File: config.mk
export PLATFORM = sky130hd
export DESIGN_NAME = spike_rate_decoder
export DESIGN_NICKNAME = d
export VERILOG_FILES = /design/src/rtl/snn_dec_pkg.sv /design/src/rtl/spike_pwm.sv /design/src/rtl/spike_rate_decoder.sv
export SDC_FILE = /design/constraint.sdc
export NUM_CORES = 1
export LEC_CHECK = 0
export ABC_AREA = 1
export CAP_MARGIN = 20
export CORE_MARGIN = 2
export CORE_UTILIZATION = 58
export CTS_BUF_LIST = sky130_fd_sc_hd__clkbuf_8
export DETAILED_ROUTE_END_ITERATION = 10
export GPL_TIMING_DRIVEN = 0
export HOLD_SLACK_MARGIN = 0.05
export PLACE_DENSITY = 0.82
export SETUP_SLACK_MARGIN = 0.2
export SLEW_MARGIN = 30
export SYNTH_ARGS = -nofsm -noshare
export SYNTH_HDL_FRONTEND = slang
export SYNTH_SLANG_ARGS = --single-unit
File: constraint.sdc
create_clock -name i_clk -period 1.9 [get_ports i_clk]
set_input_delay 0.285 -clock i_clk [delete_from_list [all_inputs] [get_ports i_clk]]
set_output_delay 0.285 -clock i_clk [all_outputs]
set_load 0.01 [all_outputs]
File: src/rtl/snn_dec_pkg.sv
// snn_dec_pkg: shared defaults, handshake state type and saturation helpers for the spike rate decoder
package snn_dec_pkg;

    localparam int WIN_LEN_DEF = 1024;
    localparam int CNT_W_DEF   = 10;
    localparam int PWM_W_DEF   = 8;

    // Largest value representable in a w-bit unsigned counter
    function automatic int cnt_max(input int w);
        return (1 << w) - 1;
    endfunction

    localparam int CNT_MAX = cnt_max(CNT_W_DEF);

    typedef enum logic {
        EMPTY = 1'b0,
        FULL  = 1'b1
    } hs_state_t;

endpackage

File: src/rtl/spike_pwm.sv
// spike_pwm: per-channel duty register and comparator driven by a shared free-running PWM counter
module spike_pwm
    import snn_dec_pkg::*;
#(
    parameter int CNT_W = CNT_W_DEF,
    parameter int PWM_W = PWM_W_DEF
) (
    input  logic             i_clk,
    input  logic             i_rst_n,
    input  logic [PWM_W-1:0] i_p,
    input  logic [CNT_W-1:0] i_rate,
    output logic             o_pwm
);

    localparam int PMAX = cnt_max(PWM_W);

    logic [PWM_W-1:0] r_duty;
    logic [PWM_W-1:0] w_duty;
    logic             w_wrap;

    assign w_duty = (32'(i_rate) > PMAX) ? '1 : PWM_W'(i_rate);
    assign w_wrap = (i_p == '1);

    // Duty only reloads as the counter wraps, so every period is whole
    always_ff @(posedge i_clk or negedge i_rst_n) begin
        if (!i_rst_n) begin
            r_duty <= '0;
            o_pwm  <= 1'b0;
        end else begin
            if (w_wrap)
                r_duty <= w_duty;
            o_pwm <= (i_p < r_duty);
        end
    end

endmodule

File: src/rtl/spike_rate_decoder.sv
// spike_rate_decoder: windowed spike-rate counter with valid/ready output; PWM drive under SPIKE_DEC_PWM_EN
module spike_rate_decoder
    import snn_dec_pkg::*;
#(
    parameter int EXCNUM  = 2,
    parameter int WIN_LEN = WIN_LEN_DEF,
    parameter int CNT_W   = CNT_W_DEF,
    parameter int PWM_W   = PWM_W_DEF
) (
    input  logic                    i_clk,
    input  logic                    i_rst_n,
    input  logic                    i_en,
    input  logic [EXCNUM-1:0]       i_spike_in,
    output logic [EXCNUM*CNT_W-1:0] o_rate_data,
    output logic                    o_rate_valid,
    input  logic                    i_rate_ready,
    output logic                    o_overrun,
    output logic                    o_window_tick,
    output logic [EXCNUM-1:0]       o_pwm_out
);

    localparam int              WC_W     = $clog2(WIN_LEN);
    localparam logic [WC_W-1:0] WIN_LAST = WC_W'(WIN_LEN - 1);
    localparam logic [CNT_W-1:0] ACC_MAX = CNT_W'(cnt_max(CNT_W));

    if (WIN_LEN < 2 || PWM_W < 1) begin : g_bad_cfg
        $error("spike_rate_decoder: WIN_LEN must be >= 2 and PWM_W >= 1");
    end

    logic [WC_W-1:0]         r_win;
    logic [EXCNUM-1:0]       r_prev;
    logic [EXCNUM*CNT_W-1:0] r_acc;
    hs_state_t               r_state;
    logic [EXCNUM-1:0]       w_edge;
    logic [EXCNUM*CNT_W-1:0] w_sum;
    logic                    w_close;

    assign w_edge       = i_spike_in & ~r_prev;
    assign w_close      = i_en && (r_win == WIN_LAST);
    assign o_rate_valid = (r_state == FULL);

    for (genvar c = 0; c < EXCNUM; c++) begin : g_ch
        logic [CNT_W-1:0] w_acc;
        assign w_acc = r_acc[c*CNT_W +: CNT_W];
        assign w_sum[c*CNT_W +: CNT_W] = (w_edge[c] && w_acc != ACC_MAX) ? w_acc + 1'b1 : w_acc;
    end

    // Window position, edge history and accumulators advance only on enabled cycles
    always_ff @(posedge i_clk or negedge i_rst_n) begin
        if (!i_rst_n) begin
            r_win  <= '0;
            r_prev <= '0;
            r_acc  <= '0;
        end else if (i_en) begin
            r_prev <= i_spike_in;
            r_win  <= w_close ? '0 : r_win + 1'b1;
            r_acc  <= w_close ? '0 : w_sum;
        end
    end

    // Output handshake: a close always wins and refills, a transfer empties otherwise
    always_ff @(posedge i_clk or negedge i_rst_n) begin
        if (!i_rst_n) begin
            r_state       <= EMPTY;
            o_rate_data   <= '0;
            o_overrun     <= 1'b0;
            o_window_tick <= 1'b0;
        end else begin
            o_window_tick <= w_close;
            if (w_close) begin
                o_rate_data <= w_sum;
                r_state     <= FULL;
                if (r_state == FULL && !i_rate_ready)
                    o_overrun <= 1'b1;
            end else if (r_state == FULL && i_rate_ready) begin
                r_state <= EMPTY;
            end
        end
    end

`ifdef SPIKE_DEC_PWM_EN
    logic [PWM_W-1:0] r_p;

    // Free-running PWM phase shared by all channels, unaffected by enable
    always_ff @(posedge i_clk or negedge i_rst_n) begin
        if (!i_rst_n)
            r_p <= '0;
        else
            r_p <= r_p + 1'b1;
    end

    for (genvar c = 0; c < EXCNUM; c++) begin : g_pwm
        spike_pwm #(
            .CNT_W(CNT_W),
            .PWM_W(PWM_W)
        ) u_pwm (
            .i_clk  (i_clk),
            .i_rst_n(i_rst_n),
            .i_p    (r_p),
            .i_rate (o_rate_data[c*CNT_W +: CNT_W]),
            .o_pwm  (o_pwm_out[c])
        );
    end
`else
    assign o_pwm_out = '0;
`endif

endmodule

======== Yosys cells after proc, flatten, opt, wreduce, memory -nomap -nowiden ========
Index checks and enable logic that the tools add are counted.
operators by class
  $add $sub $neg .......................... 3
  equality and inequality tests ........... 3
  multiplexer cells ....................... 6
  bitwise operators ....................... 2
  reductions and logical operators ........ 8
operators by type and width
  kind                                                              number
  10-bit by 1-bit adder with 10-bit output (second input constant)  3
  10-bit 2-to-1 mux                                                 3
  20-bit 2-to-1 mux                                                 1
  10-bit != test (second input constant)                            2
  10-bit == test (second input constant)                            1
  1-bit logical AND                                                 5
  2-bit AND                                                         1
  1-bit 2-to-1 mux                                                  2
  2-bit inverter                                                    1
  2-bit AND reduction                                               1
  2-bit nonzero test                                                1
  1-bit zero test                                                   1
word-level totals
  flip-flop bits (word level) ............. 55
  bits of input ports ..................... 6
  output and inout bits ................... 25
  logic and storage cells ................. 29

======== Depth between registers and ports, before layout ========
Gate-level depths: netlist (run 1).
  depth after elaboration ................. 5
  gate-level depth with buffers ........... 11

======== Worst setup path before layout (run 1) ========
No wires, ideal clock.
  kind .................................... register to register
  start ................................... reg r_acc[0]
  end ..................................... reg r_acc[8]
  library setup time ...................... 127 ps
  arrival time ............................ 1,312 ps
  setup slack ............................. 461 ps
  cell stages (with the launch flop) ...... 8
  buffers on the path ..................... 0
  period minus slack after synthesis ...... 1,439 ps
  path through ............................ dfrtp_1 -> ha_1 -> nand2_1 -> nor2_2 -> a21oi_1 -> nand2_1 -> nand3_1 -> o21ai_0
between the ends
  longest elaborated chain between the ends .. 4
  elaborated cells on any way between the ends .. 5
  classes of those cells .................. 1 x add/sub; 1 x eq/ne; 2 x mux; 1 x reduce/logical
ends and longest elaborated chain
  element                                                                           RTL line                  text
  from (decl)                                                                       spike_rate_decoder.sv:32  logic [EXCNUM*CNT_W-1:0] r_acc;
  from (signal assigned)                                                            spike_rate_decoder.sv:57  r_acc <= w_close ? '0 : w_sum;
  branches (longest 2 deep; another with 10-bit by 1-bit adder with 10-bit output)  --
  10-bit 2-to-1 mux (*)                                                             spike_rate_decoder.sv:45  assign w_sum[c*CNT_W +: CNT_W] = (w_edge[c] && w_acc != ACC_MAX) ? w_acc + 1'b1 : w_acc;
  20-bit 2-to-1 mux (*)                                                             spike_rate_decoder.sv:57
Mark *: on every way between the ends.
A chain may end at the register's enable or synchronous reset.

======== Worst setup path after layout (run 1) ========
  start ................................... reg r_win[1]
  end ..................................... reg o_rate_data[16]
between the ends
  longest elaborated chain between the ends .. 2
ends and longest elaborated chain
  element                 RTL line                  text
  from (decl)             spike_rate_decoder.sv:30  logic [WC_W-1:0] r_win;
  from (signal assigned)  spike_rate_decoder.sv:56  r_win <= w_close ? '0 : r_win + 1'b1;
  10-bit == test          spike_rate_decoder.sv:39  assign w_close = i_en && (r_win == WIN_LAST);
  1-bit logical AND       spike_rate_decoder.sv:39
  to (signal assigned)    spike_rate_decoder.sv:71  o_rate_data <= w_sum;
  to (decl)               spike_rate_decoder.sv:14  output logic [EXCNUM*CNT_W-1:0] o_rate_data,
No other way between the ends.

==> results.py, run 1 <==
metrics = {
    "status": {
        "status": "finished clean",
    },
    "routing": {
        "routed-via-count": 2596,
        "drt-vias-per-instance": 5.17,
        "wire_per_inst_um": 12.7,
        "firstDrtPassIters": 5,
        "wirelength_um": 6380,
        "drtIter0Drc": 230,
        "drc": 0,
        "ant_nets": 0,
    },
    "timing": {
        "setup_violations": 0,
        "layout_worst_path_cycle_share": 0.867,
        "skew_ns": 0.00928,
        "finalSetupTns_ns": 0,
        "final.min_clock_period_ns": 1.65,
        "rsz0062_at_grt": "no",
        "hold_ws_ns": 0.361,
        "max_freq_mhz": 607,
        "drv_slew": 0,
        "finalHoldViolCount": 0,
    },
    "finish": {
        "syn_to_final_growth_pct": 20.1,
        "layout.cells.non_filler": 502,
        "fin_nets": 443,
        "drive_above_1_share": 0.0943,
        "fin_util": 0.729,
        "n_antenna_cell": 0,
    },
    "logic_synthesis": {
        "ys.flop_type": "dfrtp_1",
        "synthTopCellsByArea": "dfrtp_1, nand2_1, inv_1, nand3_1, nor2_1",
        "yosys.area.top_type": "dfrtp_1",
        "synth-seq-cells": 55,
        "ys_seq_area_frac": 0.477,
        "mappedNetlistArea_sq_um": 2890,
        "synth_cells": 392,
        "syn_area_per_cell_sq_um": 7.36,
        "synth_edf_count": 0,
        "synth_top_cell_area_share": 0.477,
        "async_reset_ff_frac": 1.00,
        "synth_common_cells": "nand2_1, dfrtp_1, inv_1",
        "synth_most_common_cell": "nand2_1",
        "ys_types": 28,
        "yosysWarnings": 0,
    },
    "floorplan": {
        "io-pin-count": 31,
        "core_sq_um": 4750,
        "fp.dieW_um": 74.5,
        "rows": 25,
        "start_util": 0.607,
        "die_h_um": 74.5,
        "die_area_sq_um": 5550,
    },
    "setup_path": {
        "crit_fanout": 5,
        "setup.worst_path.end_class": "register",
        "worstRegToRegCells": 8,
        "crit_type": "register to register",
        "start_kind": "register",
        "worstPathArrival_ns": 1.91,
        "required_ns": 2.16,
        "slowest_stage": "dfrtp_1",
        "max_stage_delay_ns": 0.43,
        "path_cells": "ha_4 -> nand3_2 -> nor2_4 -> nand2_2 -> nor3_4 -> buf_4 -> nand3_1 -> nand2_1",
    },
    "grt": {
        "antenna_found_initial": 0,
        "overflow": 0,
        "grt_pass1_wl_um": 10300,
        "grt_pass1_vias": 2342,
        "grt_usage": 0.241,
        "grt_start_max_net_pins": 30,
    },
    "clocking": {
        "cts_sinks": 55,
        "ctsHtreeMaxLevel": 2,
        "root_buffer": "clkbuf_8",
        "cts_buffers": 5,
        "clockBufferDepth": 2,
        "cts_tree": "built",
        "worstSkewPairLatency_ns": 0.31,
        "clk_pin_slew_ns": 0.10,
    },
    "pwr": {
        "ir_drop_mv": 0.642,
        "p_leak_nw": 1.84,
        "powerDensity_nw_per_um2": 819,
        "power_mw": 2.84,
    },
    "flow_run": {
        "drv_cap": 0,
    },
    "min_path": {
        "hold_path.class": "input port to register",
        "min_path_cells": 3,
    },
    "placed_design": {
        "portBuffers": 27,
        "dp.cells": 488,
        "gp_congestion": 0.888,
        "dp_hpwl_um": 4360,
    },
}
[cell usage in the layout, fill, tap and decap left out, drive strengths merged]
master / n
buf: 17
dlygate4sd3: 1
dfrtp: 55
and3: 1
xor2: 6
clkinv: 1
clkbuf: 8
nand2: 183
nor3: 5
xnor2: 2
nand4: 4
or2: 1
ha: 3
conb: 2
o21bai: 1
clkdlybuf4s50: 26
nor2: 26
inv: 42
nand3b: 2
nand3: 31
a21oi: 5
o21ai: 13
[logic make-up (layout without fill, tap and decap cells)]
kind of cell	after synthesis	in the layout	synth area share
simple gates	253	253	0.370
flops	55	55	0.477
buf+inv	53	95	0.0802
compound gates	19	19	0.0338
xor+xnor	8	8	0.0243
fa+ha+maj	3	3	0.0130
other cells	1	2	0.00130
[power breakdown]
| group | switching [mW] | leakage, nW | internal, mW | total (mW) |
|---|---|---|---|---|
| Clock | 0.377 | 0.0557 | 0.328 | 0.705 |
| Combinational | 0.362 | 1.06 | 0.242 | 0.605 |
| Sequential | 0.194 | 0.724 | 1.33 | 1.53 |
[worst max-delay path, delay by kind of cell (launching register included)]
| family | cells | cell delay (ns) |
|---|---|---|
| simple gates | 6 | 0.76 |
| flops | 1 | 0.43 |
| buf+inv | 1 | 0.22 |
| fa+ha+maj | 1 | 0.18 |
[through the flow]
| step | setup WS [ns] | area, sq um |
|---|---|---|
| floorplan | 0.461 | 2890 |
| global placement | -1.12 | 3240 |
| detailed placement | 0.180 | 3260 |
| CTS | 0.209 | 3370 |
| global route | 0.134 | 3460 |
| finish | 0.254 | 3460 |
[final timing paths]
| kind | from | end | slack [ns] |
|---|---|---|---|
| setup / recovery | r_win[1] | o_rate_data[16] | 0.25 |
| hold / removal | i_en | r_win[3] | 0.36 |
| setup reg to reg | r_win[1] | o_rate_data[16] | 0.25 |
| hold reg to reg | o_rate_data[18] | o_rate_data[18] | 0.48 |
| max in group asynchronous | i_rst_n | r_win[3] | 1.01 |
| min in group asynchronous | i_rst_n | o_rate_data[2] | 0.42 |
[layout make-up]
| type | count | area, sq um |
|---|---|---|
| Clock buffer | 7 | 96.3 |
| Tap cell | 67 | 83.8 |
| Clock inverter | 1 | 3.75 |
| Buffer | 11 | 76.3 |
| Sequential cell | 55 | 1380 |
| Fill cell | 396 | 1290 |
| Inverter | 42 | 158 |
| Timing Repair Buffer | 34 | 339 |
| Multi-Input combinational cell | 285 | 1330 |
[metal layers]
layer	track usage	vias up	routed length, um
met1	0.322	1224	2850
met5	0	-	0
met4	0.0774	0	79
li1	-	1287	-
met3	0.0501	9	261
met2	0.394	76	3190
[registers in the layout, indices dropped and copies added (netlist names)]
register / cells
o_overrun: 1
o_rate_data: 20
o_rate_valid: 1
o_window_tick: 1
r_acc: 20
r_prev: 2
r_win: 10
[timing repair]
item | 4_1_cts | 5_1_grt
hold buffers | 1 | 0
buffers inserted | 0 | 4
hold endpoints to repair | 26 | 0
cloned | 0 | 1
endpoints found under the setup margin | 2 | 43
pin swaps | 0 | 3
resized for setup | 1 | 13
No activity file was read; power rests on OpenSTA's default activity.
==> inputs of run 2 (changes only) <==
- CAP_MARGIN: 20 -> default
==> results of run 2 <==
Same layout as run 1: the final DEF is identical, and so are final timing and power.
==> inputs of run 3 (changes only) <==
- clock period: 1.9 -> 1.71 ns (I/O delays scaled with it)
==> run 3 against run 2 <==
Routed wire length rose by 19%. Sequential power rose by 12%. Combinational power rose by 44%. First-iteration DRC count fell by 10%. Power rose by 19%. Clock-buffer cell count did not move. Clock power rose by 12%. Critical path type unchanged. Critical endpoint is now r_win[8]. Largest power group unchanged. Highest routed layer unchanged.
==> results.py, run 3 (synthesis results as in run 1) <==
metrics = {
    "pwr": {
        "p_leak_nw": 2.07,
        "ir_drop_mv": 0.786,
        "powerDensity_nw_per_um2": 877,
        "power_mw": 3.37,
    },
    "setup_path": {
        "start_kind": "register",
        "crit_type": "register to register",
        "crit_fanout": 2,
        "slowest_stage": "dfrtp_1",
        "worstPathArrival_ns": 1.76,
        "cpMostUsedCell": "buf_4",
        "path_delay_family": "flip-flops",
        "required_ns": 1.91,
        "worst-path-buf-inv": 3,
        "max_stage_delay_ns": 0.42,
        "setup.worst_path.end_class": "register",
        "path_cells": "ha_4 -> nand3_4 -> nor2_4 -> nand2_4 -> buf_4 -> buf_4 -> buf_4 -> xor2_1",
    },
    "grt": {
        "overflow": 0,
        "antenna_found_initial": 0,
        "grt_usage": 0.272,
        "grt_pass1_wl_um": 11500,
        "grt_start_max_net_pins": 30,
        "grt_pass1_vias": 2592,
    },
    "routing": {
        "wire_per_inst_um": 14.5,
        "drtIter0Drc": 207,
        "wirelength_um": 7580,
        "drt-vias-per-instance": 5.47,
        "drc": 0,
        "routed-via-count": 2852,
        "firstDrtPassIters": 6,
        "ant_nets": 0,
    },
    "floorplan": {
        "start_util": 0.607,
        "core_sq_um": 4750,
        "die_h_um": 74.5,
        "io-pin-count": 31,
        "rows": 25,
        "die_area_sq_um": 5550,
        "fp.dieW_um": 74.5,
    },
    "clocking": {
        "clk_pin_slew_ns": 0.09,
        "cts_sinks": 55,
        "root_buffer": "clkbuf_8",
        "cts_buffers": 5,
        "cts_tree": "built",
        "worstSkewPairLatency_ns": 0.32,
        "ctsHtreeMaxLevel": 2,
        "clockBufferDepth": 2,
    },
    "finish": {
        "top_regs": "o_rate_data: 20 flops, r_acc: 20 flops, r_win: 10 flops",
        "mostFrequentLayoutCells": "nand2_1, dfrtp_1, inv_1",
        "n_antenna_cell": 0,
        "ff_latch_area_sq_um": 1380,
        "multi_input_area_sq_um": 1500,
        "fin_util": 0.808,
        "syn_to_final_growth_pct": 33.1,
        "layout.cells.non_filler": 521,
        "fillerInstances": 297,
        "final_common_cell": "nand2_1",
        "fin_nets": 462,
        "drive_above_1_share": 0.227,
    },
    "timing": {
        "final.min_clock_period_ns": 1.56,
        "skew_ns": 0.00911,
        "setup_violations": 0,
        "hold_ws_ns": 0.337,
        "finalHoldViolCount": 0,
        "rsz0062_at_grt": "yes",
        "max_freq_mhz": 641,
        "layout_worst_path_cycle_share": 0.912,
        "drv_slew": 0,
    },
    "placed_design": {
        "gp_congestion": 0.888,
        "portBuffers": 27,
        "dp.cells": 488,
        "dp_hpwl_um": 4360,
    },
    "flow_run": {
        "drv_cap": 0,
    },
    "min_path": {
        "hold_path.class": "input port to register",
    },
    "status": {
        "status": "finished clean",
    },
}
==> run 3: worst paths after layout <==
check                           cells past startpoint  startpoint        endpoint  slack, ns
worst max-delay path                                8    r_win[0]        r_win[8]       0.15
worst min-delay path                                3        i_en        r_win[3]       0.34
worst max register to register                      8    r_win[0]        r_win[8]       0.15
worst min register to register                      1   o_overrun       o_overrun       0.48
max in group asynchronous                           3     i_rst_n        r_win[3]       0.85
min in group asynchronous                           2     i_rst_n  o_rate_data[6]       0.39
==> run 3: per-layer routing <==
layer / wire (um) / up-vias / track usage
li1: - / 1323 / -
met2: 3830 / 134 / 0.444
met1: 3100 / 1367 / 0.347
met4: 201 / 0 / 0.133
met3: 449 / 28 / 0.0542
met5: 0 / - / 0
==> run 3: repair_timing <==
action / CTS / global route
resized for setup: 24 / 62
hold endpoints to repair: 26 / 0
pin swaps: 10 / 32
setup buffers: 12 / 9
gates cloned: 2 / 1
hold buffers: 1 / 0
endpoints found under the setup margin: 44 / 51
==> run 3: stage by stage <==
stage	TNS, ns	setup slack (ns)	cell area (sq um)
2_1_floorplan	0	0.271	2890
3_3_place_gp	-70.14	-1.28	3240
3_5_place_dp	0	0.0186	3260
4_1_cts	0	0.180	3580
5_1_grt	0	0.0604	3840
6_report	0	0.150	3840
==> run 3: tightest hold or removal path: cells and delay by family <==
family | cells | cell delay, ns
AO/OA/AOI/OAI | 1 | 0.15
buffers and inverters | 1 | 0.15
AND/OR/NAND/NOR | 1 | 0.06
==> run 3: final cells by class <==
cell class / instances / share of cell area
tap: 67 / 0.0218
buffer: 11 / 0.0241
clock buffer: 7 / 0.0251
inverter: 42 / 0.0437
sequential: 55 / 0.358
timing repair buffer: 53 / 0.135
multi-input combinational: 285 / 0.391
clock inverter: 1 / 0.000978
==> run 3: power by group <==
part	switching [mW]	internal, mW	leakage (nW)	total [mW]
Clock	0.424	0.365	0.0557	0.789
Sequential	0.226	1.48	0.725	1.71
Combinational	0.516	0.356	1.29	0.872
